### src/rtl/dcache_read_ctrl.sv
// Read controller for one port of the write-through L1 data cache: issues tag/data
// reads, resolves hits against the late physical tag, and hands misses to the miss unit.
module dcache_read_ctrl #(
    parameter int unsigned TAG_W    = 44,
    parameter int unsigned IDX_W    = 8,
    parameter int unsigned OFF_W    = 4,
    parameter int unsigned XLEN     = 64,
    parameter int unsigned WAYS     = 4,
    parameter int unsigned ID_W     = 2,
    parameter int unsigned RD_TX_ID = 1
) (
    input  logic                         clk_i,
    input  logic                         rst_i,
    input  logic                         cache_en_i,
    input  logic                         stall_i,
    output logic                         busy_o,

    input  logic                         req_valid_i,
    input  logic [IDX_W-1:0]             req_idx_i,
    input  logic [OFF_W-1:0]             req_off_i,
    input  logic [1:0]                   req_size_i,
    output logic                         req_gnt_o,
    input  logic                         tag_valid_i,
    input  logic [TAG_W-1:0]             tag_i,
    input  logic                         kill_req_i,
    output logic                         rvalid_o,
    output logic [XLEN-1:0]              rdata_o,

    output logic                         miss_req_o,
    input  logic                         miss_ack_i,
    output logic                         miss_nc_o,
    output logic [TAG_W+IDX_W+OFF_W-1:0] miss_paddr_o,
    output logic [2:0]                   miss_size_o,
    output logic [ID_W-1:0]              miss_id_o,
    output logic [WAYS-1:0]              miss_vld_bits_o,
    input  logic                         miss_replay_i,
    input  logic                         miss_rtrn_vld_i,
    input  logic [XLEN-1:0]              miss_rtrn_data_i,

    input  logic                         wr_cl_vld_i,
    output logic                         rd_req_o,
    input  logic                         rd_ack_i,
    output logic [TAG_W-1:0]             rd_tag_o,
    output logic [IDX_W-1:0]             rd_idx_o,
    output logic [OFF_W-1:0]             rd_off_o,
    output logic                         rd_tag_only_o,
    input  logic [XLEN-1:0]              rd_data_i,
    input  logic [WAYS-1:0]              rd_vld_bits_i,
    input  logic [WAYS-1:0]              rd_hit_oh_i
);

    typedef enum logic [2:0] {
        IDLE, READ, MISS_REQ, MISS_WAIT, KILL_MISS, REPLAY_REQ, REPLAY_READ
    } state_t;

    state_t state_q, state_d;

    logic [IDX_W-1:0] idx_q;
    logic [OFF_W-1:0] off_q;
    logic [1:0]       size_q;
    logic [TAG_W-1:0] tag_q;
    logic             tag_captured_q;
    logic             cache_en_q;
    logic [WAYS-1:0]  vld_bits_q;

    logic hit;
    logic tag_avail;
    logic use_req_addr;
    logic capture_tag;
    logic latch_vld;

    // A disabled cache never hits, so every access takes the non-cacheable miss path
    assign hit       = (|rd_hit_oh_i) & cache_en_q;
    assign tag_avail = tag_valid_i | tag_captured_q;

    always_comb begin
        state_d         = state_q;
        rd_req_o        = 1'b0;
        req_gnt_o       = 1'b0;
        rvalid_o        = 1'b0;
        rdata_o         = '0;
        miss_req_o      = 1'b0;
        miss_nc_o       = 1'b0;
        miss_size_o     = 3'b000;
        miss_id_o       = '0;
        miss_paddr_o    = '0;
        miss_vld_bits_o = '0;
        use_req_addr    = 1'b0;
        capture_tag     = 1'b0;
        latch_vld       = 1'b0;

        case (state_q)
            IDLE: begin
                use_req_addr = 1'b1;
                if (req_valid_i && !stall_i) begin
                    rd_req_o = 1'b1;
                    if (rd_ack_i) begin
                        req_gnt_o = 1'b1;
                        state_d   = READ;
                    end
                end
            end
            READ, REPLAY_READ: begin
                if (kill_req_i) begin
                    rvalid_o = 1'b1;
                    state_d  = IDLE;
                end else if (!tag_avail) begin
                    state_d = REPLAY_REQ;
                end else begin
                    capture_tag = !tag_captured_q;
                    if (wr_cl_vld_i) begin
                        state_d = REPLAY_REQ;
                    end else if (hit) begin
                        rvalid_o = 1'b1;
                        rdata_o  = rd_data_i;
                        state_d  = IDLE;
                        // A hit frees the pipeline, so the next request can be issued in the same cycle
                        if (req_valid_i && !stall_i) begin
                            use_req_addr = 1'b1;
                            rd_req_o     = 1'b1;
                            if (rd_ack_i) begin
                                req_gnt_o = 1'b1;
                                state_d   = READ;
                            end
                        end
                    end else begin
                        latch_vld = 1'b1;
                        state_d   = MISS_REQ;
                    end
                end
            end
            MISS_REQ: begin
                miss_req_o      = 1'b1;
                miss_paddr_o    = {tag_q, idx_q, off_q};
                miss_nc_o       = ~cache_en_q;
                miss_size_o     = cache_en_q ? 3'b111 : {1'b0, size_q};
                miss_id_o       = ID_W'(RD_TX_ID);
                miss_vld_bits_o = vld_bits_q;
                if (kill_req_i) begin
                    rvalid_o = 1'b1;
                    state_d  = miss_ack_i ? KILL_MISS : IDLE;
                end else if (miss_replay_i) begin
                    state_d = REPLAY_REQ;
                end else if (miss_ack_i) begin
                    state_d = MISS_WAIT;
                end
            end
            MISS_WAIT: begin
                if (miss_rtrn_vld_i) begin
                    rvalid_o = 1'b1;
                    rdata_o  = miss_rtrn_data_i;
                    state_d  = IDLE;
                end else if (kill_req_i) begin
                    rvalid_o = 1'b1;
                    state_d  = KILL_MISS;
                end
            end
            KILL_MISS: begin
                if (miss_rtrn_vld_i) begin
                    state_d = IDLE;
                end
            end
            REPLAY_REQ: begin
                rd_req_o = 1'b1;
                if (kill_req_i) begin
                    rvalid_o = 1'b1;
                    state_d  = IDLE;
                end else if (rd_ack_i) begin
                    state_d = REPLAY_READ;
                end
            end
            default: state_d = IDLE;
        endcase
    end

    // A fresh grant always wins over tag capture so the new request starts without a tag
    always_ff @(posedge clk_i) begin
        if (rst_i) begin
            state_q        <= IDLE;
            idx_q          <= '0;
            off_q          <= '0;
            size_q         <= '0;
            tag_q          <= '0;
            tag_captured_q <= 1'b0;
            cache_en_q     <= 1'b0;
            vld_bits_q     <= '0;
        end else begin
            state_q <= state_d;
            if (req_gnt_o) begin
                idx_q          <= req_idx_i;
                off_q          <= req_off_i;
                size_q         <= req_size_i;
                cache_en_q     <= cache_en_i;
                tag_captured_q <= 1'b0;
            end else if (capture_tag) begin
                tag_q          <= tag_i;
                tag_captured_q <= 1'b1;
            end
            if (latch_vld) begin
                vld_bits_q <= rd_vld_bits_i;
            end
        end
    end

    assign rd_idx_o      = use_req_addr ? req_idx_i : idx_q;
    assign rd_off_o      = use_req_addr ? req_off_i : off_q;
    assign rd_tag_o      = tag_captured_q ? tag_q : tag_i;
    assign rd_tag_only_o = 1'b0;
    assign busy_o        = (state_q != IDLE);

endmodule

### config.mk
export PLATFORM = sky130hd
export DESIGN_NAME = dcache_read_ctrl
export DESIGN_NICKNAME = d
export VERILOG_FILES = /design/src/rtl/dcache_read_ctrl.sv
export SDC_FILE = /design/constraint.sdc
export NUM_CORES = 1
export LEC_CHECK = 0
export BUFFER_PORTS_ARGS = -buffer_cell sky130_fd_sc_hd__buf_2
export CORE_AREA = 2 2 155 157
export DETAILED_ROUTE_END_ITERATION = 7
export DIE_AREA = 0 0 157 159
export HOLD_SLACK_MARGIN = 0.03
export PLACE_DENSITY_LB_ADDON = 0.25
export SYNTH_ARGS = -nofsm -noshare
export SYNTH_HDL_FRONTEND = slang
export SYNTH_SLANG_ARGS = --single-unit
### constraint.sdc
create_clock -name clk_i -period 3.1 [get_ports clk_i]
set_input_delay 0.31 -clock clk_i [delete_from_list [all_inputs] [get_ports clk_i]]
set_output_delay 0.31 -clock clk_i [all_outputs]
set_load 0.01 [all_outputs]
==> results.md, run 1 <==
- Status: complete, no violations
- Vias in the first global route: 5502
- H-tree Lvls: 3
- Util after Layout: 33.0%
- Clk root buf: clkbuf_16
- DPL Wire Length: 17100 um
- Drt pass-1 iters: 5
- Clk buf depth: 2
- Period minus WS final: ~2900 ps
- Synth unique cells: between 40 and 50
- Die extent in x: about 160 um
- Crit. End Element: output port
- Die Height: between 150 and 200 um
- XOR/XNOR Fraction of Synth Area: 0%
- Post-synthesis compound-gate area fraction: between 20 and 25%
- GP Congestion: 0.790
- Nets: 1177
- Setup Viol. Count Final: 0
- Max incr delay on CP: just over 600 ps
- Placed cell areas: roughly 0.0073 mm2
- Post-synthesis sequential area ratio: 26.3%
- Clock buffer count from CTS: 9
- Final Hold Viols: 0
- Number of synthesized flops with an enable pin: 0
- F_max: between 300 and 400 MHz
- Simple-gate share of the synthesized area: 24.5%
- Setup CP Type: reg -> out
- Crit path cell chain: nor4b_2, o2111a_4, a21o_1, buf_4, mux2_2, buf_2
- Layout area overhead: 50.3%
- Pwr dens: between 300 and 400 mW/mm2
- Post-DR wirelength/cell: 16.5 um
- Largest net degree at the start of global routing: 97
- CP max stage cell: dfxtp_1
- Drt drc: 0
- Worst Hold Slack: 222 ps
- Setup TNS: 0 ps
- Leading register cell type out of synthesis: dfxtp_1
- Worst EP arrival: between 2000 and 3000 ps
- Register bit total from synthesis: 67
- Type of origin of the critical path: flop
- Boundary Pins: about 400
- Max-cap violations: 0
- Core box area: 0.0232 mm2
- Initial antenna violation count: 6
- Asr flop ratio synth: 0%
- Post-synthesis mux area share: a little under a quarter
- Peak VDD IR: around 0.21 mV
- Clock transition at path regs: 60 ps
- Final Cycle Share: just over 90%
- Clock Skew: roughly 6.4 ps
- Starting density of the core: 22.0%
- Synth Instances: roughly 610
- Syn_area_per_cell: between 8 and 9 um2
- Power, Total: roughly 2.4 mW
- CTS tree: done
- Total wire length: 21500 um
- Total GRT Usage: 16.3%
- Post-synthesis adder-cell area fraction: 0%
- First-pass GRT wire length: 31400 um
- WP data required: 2790 ps
- Vias per cell: 4.45
- Post-route ant nets: 0
- Leak Pwr: 3.71 nW
- Sink Count: 67
- Unrepaired setup endpoints after global routing: no
- Warnings from Yosys: 0
- IO buf count: ~400
- Via Count: between 5000 and 6000
- # rows: 56
- Worst-margin pin slew: 858 ps
- Hold Crit Class: in -> reg
- Worst skew pair latency: approximately 330 ps
- Syn Std Cell Area: between 0.005 and 0.006 mm2
- Die area: ~0.025 mm2
- DRT iter0 DRCs: about 180
- Final Instance Area: about 0.0077 mm2
- Largest family of logic cells by synthesized area: simple AND/OR/NAND/NOR gates
- Grt ovf: 0
- Maximum fanout along the worst path: 16
- Share of post-route cells with drive strength above 1: approximately half
- Final Slew Violations: 0
- Slew headroom: between 40% and 50%
==> per-stage QoR <==
step           instances  setup slack, ps
6_report            1299              242
5_1_grt             1299             58.6
4_1_cts             1295              173
3_5_place_dp        1279              548
3_3_place_gp        1279              557
2_1_floorplan        615             1020
==> registers in the layout, summed over array words and instances (netlist names) <==
name            count
state_q             3
size_q              2
cache_en_q          1
idx_q               8
vld_bits_q          4
tag_captured_q      1
off_q               4
tag_q              44
==> path summary, 6_finish.rpt <==
kind | to | start | slack, ps | cells past startpoint
worst max-delay path | rd_off_o[3] | state_q[0] | 240 | 6
worst min-delay path | vld_bits_q[0] | rd_vld_bits_i[0] | 220 | 3
worst max register to register | state_q[1] | state_q[1] | 980 | 4
worst min register to register | tag_q[38] | tag_q[38] | 470 | 2
==> cell usage after synthesis, types with 15 or more instances <==
master | instances | area, um2
a22o_1 | 64 | 561
a32oi_1 | 15 | 131
and2_1 | 61 | 382
clkbuf_1 | 45 | 169
dfxtp_1 | 67 | 1340
mux2_2 | 47 | 529
mux2i_1 | 48 | 480
nand2_1 | 120 | 450
nor2b_1 | 20 | 125
nor3b_1 | 18 | 135
o211ai_1 | 18 | 135
==> layout by cell type, fill, tap and decap left out, types with 2 or more instances in the layout <==
cell type   count
nor2b_1        20
o2bb2ai_1       2
diode_2         4
nand4_1         2
inv_6           2
o21ai_0         6
mux2_2         47
dfxtp_1        66
buf_4          11
a211oi_1        2
clkinvlp_4      4
nor3_1          4
buf_2         395
nor3_2          2
nor2_1         10
buf_12          3
clkinv_2        2
a21oi_1         4
nand2_1       120
mux2_4         10
inv_1           4
nor3b_1        18
mux2i_1        48
o21ba_2         2
o211ai_1       18
or4_1           2
a22o_1         64
clkbuf_16       9
a32oi_1        15
conb_1          2
and2_1         61
==> kinds of logic (layout without fill, tap and decap cells) <==
logic type / after synthesis / count (layout)
AOI/OAI and AO/OA: 124 / 124
DFF: 67 / 67
muxes: 105 / 105
buffers and inverters: 71 / 432
other: 1 / 6
and+or+nand+nor: 246 / 246
==> critical path, delay by kind of cell (launching register included) <==
family | cells | cell delay (ps)
mux | 1 | 370
compound gates | 2 | 390
simple gates | 1 | 440
buf+inv | 2 | 400
flops | 1 | 610
==> where the power goes <==
part           switching [mW]  internal, mW  total (mW)
Sequential             0.0173         0.880       0.897
Clock                   0.419         0.627        1.05
Combinational           0.219         0.227       0.446
==> area by class of cell <==
class	instances	area [um2]
clock buffer	9	225
tap	319	399
fill	2543	15500
timing repair buffer	409	2120
sequential	67	1340
clock inverter	7	75.1
antenna	4	10.0
inverter	7	31.3
multi-input combinational	477	3460
==> timing repair <==
| action | in CTS | in global routing |
|---|---|---|
| setup buffers | 0 | 0 |
| resized for setup | 0 | 1 |
| hold buffers | 0 | 0 |
| endpoints found under the setup margin | 0 | 1 |
==> metal layers <==
layer / track usage [%] / routed length (um) / vias to the layer above
li1: - / - / 2918
met1: 16.8 / 7980 / 2581
met2: 30.4 / 11100 / 258
met3: 4.44 / 1680 / 28
met4: 7.17 / 684 / 0
met5: 0 / 0 / -
No activity file was read; power rests on OpenSTA's default activity.
==> run 2, diff against run 1 <==
- REMOVE_ABC_BUFFERS: unset -> 1
==> run 2 against run 1 <==
Combinational power about the same. Final cell count decreased by 0.31%. Cell area increased by 0.57%. Wire length decreased by 0.51%. Flip-flop and latch count unchanged. Core utilization increased by 0.19 points. Critical path depth decreased by 1. Die area unchanged. Maximum frequency about the same.
==> results.md, run 2 (synthesis gave the netlist of run 1 again) <==
- Crit path cell chain: or3b_1, clkinvlp_4, buf_4, and2_1, buf_2
- # rows: 56 (unchanged)
- Slew headroom: 52.6% (+10 points)
- Crit. End Element: output port
- Power share of the combinational group: 17.0% (-1.7 points)
- Total wire length: 21400 um (-0.51%)
- First-pass GRT wire length: 31200 um (-0.68%)
- Clock buffer count from CTS: 9 (unchanged)
- Critical R2R Capture: idx_q[5]
- Worst skew pair latency: 330 ps (about the same)
- R2r setup slk: 820 ps (-160 ps)
- Largest net degree at the start of global routing: 66 (-32%)
- Final Hold Viols: 0 (unchanged)
- Grt ovf: 0 (unchanged)
- Commonest non-fill, non-tap cell in the layout: buf_2
- Vias per cell: 4.50 (+1.1%)
- Starting density of the core: 22.0% (unchanged)
- Maximum fanout along the worst path: 46 (+30)
- Setup Viol. Count Final: 0 (unchanged)
- IO buf count: 395 (unchanged)
- Clock transition at path regs: 60 ps (about the same)
- Hold Crit Class: in -> reg
- Period minus WS final: 2860 ps (-0.839 ps)
- Max FFs per register: 44 (unchanged)
- Boundary Pins: 398 (unchanged)
- Total GRT Usage: 16.2% (-0.11 points)
- CP top delay family: buffers and inverters
- Net Switching: 643 uW (-1.8%)
- Via Count: 5830 (+0.78%)
- F_max: 350 MHz (about the same)
- Peak VDD IR: 0.263 mV (+24%)
- Final Slew Violations: 0 (unchanged)
- DPL Wire Length: 17000 um (-0.65%)
- Die Height: 159 um (unchanged)
- H-tree Lvls: 3 (unchanged)
- Int Pwr: 1.98 mW (+14%)
- Sw frac: 24.6% (-2.9 points)
- Max-cap violations: 0 (unchanged)
- Layout fillers: 2519 (-0.94%)
- Final Cycle Share: 92.2% (about the same)
- Vias in the first global route: 5431 (-1.3%)
- CTS tree: done
- Die area: 0.0250 mm2 (unchanged)
- Type of origin of the critical path: flop
- Nets: 1177 (unchanged)
- Part of the power in registers: 34.3% (-3.3 points)
- Sink Count: 67 (unchanged)
- Clock Skew: 11.0 ps (+4.54 ps)
- Max layer used: met4
- WHS Endpoint: vld_bits_q[3]
- Die extent in x: 157 um (unchanged)
- Unrepaired setup endpoints after global routing: no
- Max incr delay on CP: 620 ps (about the same)
- Share of post-route cells with drive strength above 1: 50.3% (-0.10 points)
- CP Buf/Inv Count: 3 (+1)
- DRT iter0 DRCs: 245 (+33%)
- Drt drc: 0 (unchanged)
- M1 WL: 8030 um (+0.55%)
- Power, Total: 2.62 mW (+9.6%)
- Status: complete, no violations
- Post-DR wirelength/cell: 16.5 um (-0.20%)
- Leak Pwr: 3.75 nW (+0.93%)
- GP Congestion: 0.858 (+8.5%)
- Post-CTS Setup Bufs: 0 (unchanged)
- Worst-margin pin slew: 701 ps (-157 ps)
- DR WL met2: 10800 um (-3.0%)
- Initial antenna violation count: 1 (-5)
- Biggest register: tag_q
- Setup CP Type: reg -> out
- Worst R2R Start: state_q[0]
- FF-to-FF path depth: 6 (+2)
- Clk buf depth: 2 (unchanged)
- Clk root buf: clkbuf_16
- Largest regs: tag_q (44), idx_q (8)
- CP max stage cell: dfxtp_1
- Util after Layout: 33.2% (+0.19 points)
- Layout area overhead: 51.2%
- Commonest cells after routing, fill and taps aside: buf_2 (395), nand2_1 (120), dfxtp_1 (66)
- Met3 WL: 1970 um (+17%)
- Worst hold stages: 3 (unchanged)
- Core box area: 0.0232 mm2 (unchanged)
- # diodes: 0 (-4)
- Power share of the clock group: 48.7% (+4.9 points)
- HP Start: rd_vld_bits_i[3]
- Post-route ant nets: 0 (unchanged)
- WP data required: 2790 ps (about the same)
- Pwr dens: 340 mW/mm2 (+9.0%)
- Drt pass-1 iters: 6 (+1)
- Worst EP arrival: 2550 ps (about the same)
[run 2: cell count changes in the layout (fill, tap and decap cells not counted), sizes merged]
cell	before	now
diode	4	0
bufinv	1	4
clkinvlp	4	1
inv	6	4
clkbuf	9	10
clkinv	3	4
[run 2: timing repair]
action,in CTS,in global routing
hold buffers,0,0
endpoints found under the setup margin,0,44
gates resized for setup,0,1
[run 2: per-layer routing]
metal  up-vias  GRT usage [%]
li1       2910              -
met1      2615           17.4
met2       280           29.4
met3        25           5.25
met4         0           5.84
met5         -              0
[run 2: power groups by stage]
stage	combinational, mW	clock, mW	sequential, mW
after global placement	0.447	0	0.917
after detailed placement	0.450	0	0.917
after global routing	0.487	1.37	0.900
after floorplan	0.195	0	0.912
after CTS	0.452	1.33	0.897
final	0.446	1.28	0.898
[run 2: cell type report]
cell class | count | area, um2 | area share [%]
Timing Repair Buffer | 409 | 2110 | 27.4
Multi-Input combinational cell | 477 | 3460 | 44.9
Inverter | 7 | 31.3 | 0.406
Clock buffer | 10 | 229 | 2.97
Sequential cell | 67 | 1340 | 17.4
Tap cell | 319 | 399 | 5.18
Clock inverter | 6 | 138 | 1.79
[run 2: worst reg2reg max path: cells and delay by family, from the launching register on]
| kind | cells | cell delay (ps) |
|---|---|---|
| compound gates | 2 | 370 |
| buf+inv | 2 | 670 |
| flops | 1 | 600 |
| simple gates | 2 | 550 |
[run 2: worst max path at each step]
stage / start / end / slack (ps) / depth (start not counted)
final: state_q[1] / miss_paddr_o[29] / 240 / 5
after global routing: state_q[1] / miss_paddr_o[37] / 60 / 5
after CTS: state_q[2] / miss_paddr_o[1] / 80 / 5
after detailed placement: state_q[2] / miss_paddr_o[1] / 470 / 5
after global placement: state_q[2] / miss_paddr_o[1] / 480 / 5
after floorplan: req_valid_i / tag_q[0] / -2880 / 4
[run 2: per-stage QoR]
stage	instances	cell area [um2]	setup TNS, ps	setup WS [ps]	hold WS, ps
after global routing	1295	7700	0	60.9	195
after global placement	1279	7330	0	484	454
after detailed placement	1279	7330	0	468	463
after CTS	1295	7700	0	84.2	188
final	1295	7700	0	243	205
after floorplan	551	4800	-262210	-2880	382
==> run 3, diff against run 2 <==
- CORE_AREA: 2 2 155 157 -> 2 2 152 154
- DIE_AREA: 0 0 157 159 -> 0 0 154 156
- GPL_TIMING_DRIVEN: unset -> 0
- PLACE_DENSITY_LB_ADDON: 0.25 -> unset
==> run 3 against run 2 <==
The flow now finishes with violations (design-rule violations). Maximum frequency decreased by 2.8%. Wire length shrank 0.18%. Cell area rose by 0.16%. Register-to-register slack got worse by 620 ps. Critical path depth did not move. Largest cell class unchanged. Highest routed layer is now met5.
==> results.md, run 3 (synthesis gave the netlist of run 1 again) <==
- Initial antenna violation count: 2 (+1)
- Part of the power in registers: 36.6% (+2.3 points)
- Vias per cell: 4.68 (+4.0%)
- Biggest register: tag_q
- Boundary Pins: 398 (unchanged)
- FF-to-FF path depth: 10 (+4)
- Max-cap violations: 0 (unchanged)
- Int Pwr: 1.83 mW (-7.5%)
- CP top delay family: compound AO/OA/AOI/OAI gates
- Final Slew Violations: 0 (unchanged)
- Critical R2R Capture: tag_q[11]
- Die extent in x: 154 um (-1.9%)
- Post-route ant nets: 0 (unchanged)
- Setup CP Type: reg -> out
- Worst R2R Start: state_q[0]
- Period minus WS final: 2940 ps (+80.8 ps)
- Crit. End Element: output port
- Nets: 1180 (+0.25%)
- Clk buf depth: 2 (unchanged)
- Net Switching: 631 uW (-1.9%)
- R2r setup slk: 200 ps (-620 ps)
- Via Count: 5915 (+1.5%)
- IO buf count: 395 (unchanged)
- Hold-fix buffers, CTS: 0 (unchanged)
- Final Instance Area: 0.00771 mm2 (+0.16%)
- CP max stage cell: dfxtp_1
- F_max: 340 MHz (-2.8%)
- Sw frac: 25.7% (+1.1 points)
- Worst EP arrival: 2630 ps (+80 ps)
- Util after Layout: 34.5% (+1.3 points)
- Worst Hold Slack: 203 ps (-2.16 ps)
- CTS tree: done
- Status: complete, but fails checks
- Crit path cell chain: and4bb_2, o2111a_4, a21o_4, mux2_4, buf_2
- DRT iter0 DRCs: 241 (-1.6%)
- Slew headroom: 41.2% (-11 points)
- Max incr delay on CP: 630 ps (about the same)
- Worst-margin pin slew: 881 ps (+180 ps)
- Sink Count: 67 (unchanged)
- H-tree Lvls: 3 (unchanged)
- Largest regs: tag_q (44), idx_q (8)
- First-pass GRT wire length: 31000 um (-0.62%)
- Largest net degree at the start of global routing: 67 (+1.5%)
- Clock Skew: 6.41 ps (-4.55 ps)
- Unrepaired setup endpoints after global routing: no
- Worst Setup SP: state_q[0]
- GP Congestion: 0.779 (-9.2%)
- Vias in the first global route: 5492 (+1.1%)
- Stages on the worst setup path: 5 (unchanged)
- Core box area: 0.0224 mm2 (-3.6%)
- Setup Viol. Count Final: 0 (unchanged)
- Max FFs per register: 44 (unchanged)
- Final Hold Viols: 0 (unchanged)
- Drt drc: 1 (+1)
- Grt ovf: 0 (unchanged)
- Peak VDD IR: 0.217 mV (-18%)
- DPL Wire Length: 16000 um (-5.8%)
- Total wire length: 21300 um (-0.18%)
- Setup TNS: 0 ps (unchanged)
- Post-DR wirelength/cell: 16.9 um (+2.3%)
- Drt pass-1 iters: 6 (unchanged)
- Placed cell areas: 0.00731 mm2 (-0.32%)
- Commonest non-fill, non-tap cell in the layout: buf_2
- Share of post-route cells with drive strength above 1: 50.9% (+0.61 points)
- Leak Pwr: 3.76 nW (+0.47%)
- Clk root buf: clkbuf_16
- Clock transition at path regs: 50 ps (about the same)
- Final Cycle Share: 94.8% (+2.6 points)
- Total GRT Usage: 16.6% (+0.42 points)
- CP Buf/Inv Count: 1 (-2)
- # diodes: 0 (unchanged)
- Inst Count DP: 1242 (-2.9%)
- Die area: 0.0240 mm2 (-3.8%)
- Power share of the clock group: 45.1% (-3.6 points)
- Worst skew pair latency: 340 ps (about the same)
- CP Capture Point: rd_off_o[1]
- Failing checks: design-rule violations
- Starting density of the core: 22.8% (+0.81 points)
- Clock buffer count from CTS: 9 (unchanged)
- Hold Crit Class: in -> reg
- Layout area overhead: 51.4%
- Type of origin of the critical path: flop
- # rows: 55 (-1.8%)
- Layout Cells excl Fill: 1263 (-2.5%)
- Commonest cells after routing, fill and taps aside: buf_2 (395), nand2_1 (120), a22o_1 (64), dfxtp_1 (64), and2_1 (61)
- Power share of the combinational group: 18.3% (+1.3 points)
- Pwr dens: 319 mW/mm2 (-6.3%)
- Die Height: 156 um (-1.9%)
- WP data required: 2790 ps (about the same)
- Maximum fanout along the worst path: 25 (-46%)
-- run 3: through the flow --
step	power (mW)	worst slack, ps
6_report	2.46	162
3_5_place_dp	1.36	-469
4_1_cts	2.49	43.5
3_3_place_gp	1.36	-4970
2_1_floorplan	1.11	-2880
5_1_grt	2.57	10.5
-- run 3: worst min path at each step --
stage / startpoint / cells after the start / to
floorplan: rst_i / 1 / vld_bits_q[0]
global placement: tag_q[40] / 2 / tag_q[40]
detailed placement: tag_q[18] / 2 / tag_q[18]
CTS: rd_vld_bits_i[0] / 3 / vld_bits_q[0]
global route: rd_vld_bits_i[1] / 3 / vld_bits_q[1]
finish: rd_vld_bits_i[0] / 3 / vld_bits_q[0]
-- run 3: what timing repair did --
item | in CTS | in global routing
pin swaps | 1 | 0
cloned | 2 | 1
resized for setup | 6 | 3
setup endpoints to repair | 31 | 74
buffers inserted | 2 | 0
-- run 3: tightest hold or removal path: cells and delay by family --
kind / cells / cell delay, ps
muxes: 1 / 50
buffers and inverters: 1 / 70
and+or+nand+nor: 1 / 70
-- run 3: area by class of cell --
type / count / area, um2
inverters: 7 / 30.0
flip-flops and latches: 67 / 1350
multi-input cells: 480 / 3510
clock inverters: 5 / 77.6
fillers: 2386 / 14700
well taps: 285 / 357
clock buffers: 10 / 239
repair buffers: 409 / 2160
-- run 3: power by group through the flow --
| stage | logic (mW) | clock network [mW] | registers, mW |
|---|---|---|---|
| floorplan | 0.195 | 0 | 0.912 |
| global placement | 0.440 | 0 | 0.920 |
| detailed placement | 0.444 | 0 | 0.916 |
| CTS | 0.454 | 1.14 | 0.898 |
| global route | 0.493 | 1.18 | 0.902 |
| finish | 0.451 | 1.11 | 0.899 |
-- run 3: routing by layer --
layer,track usage (%),wire [um],vias to the layer above
met5,0,13,-
met4,5.92,472,2
met3,4.83,1590,26
met2,31.1,11000,271
met1,17.8,8230,2682
li1,-,-,2934
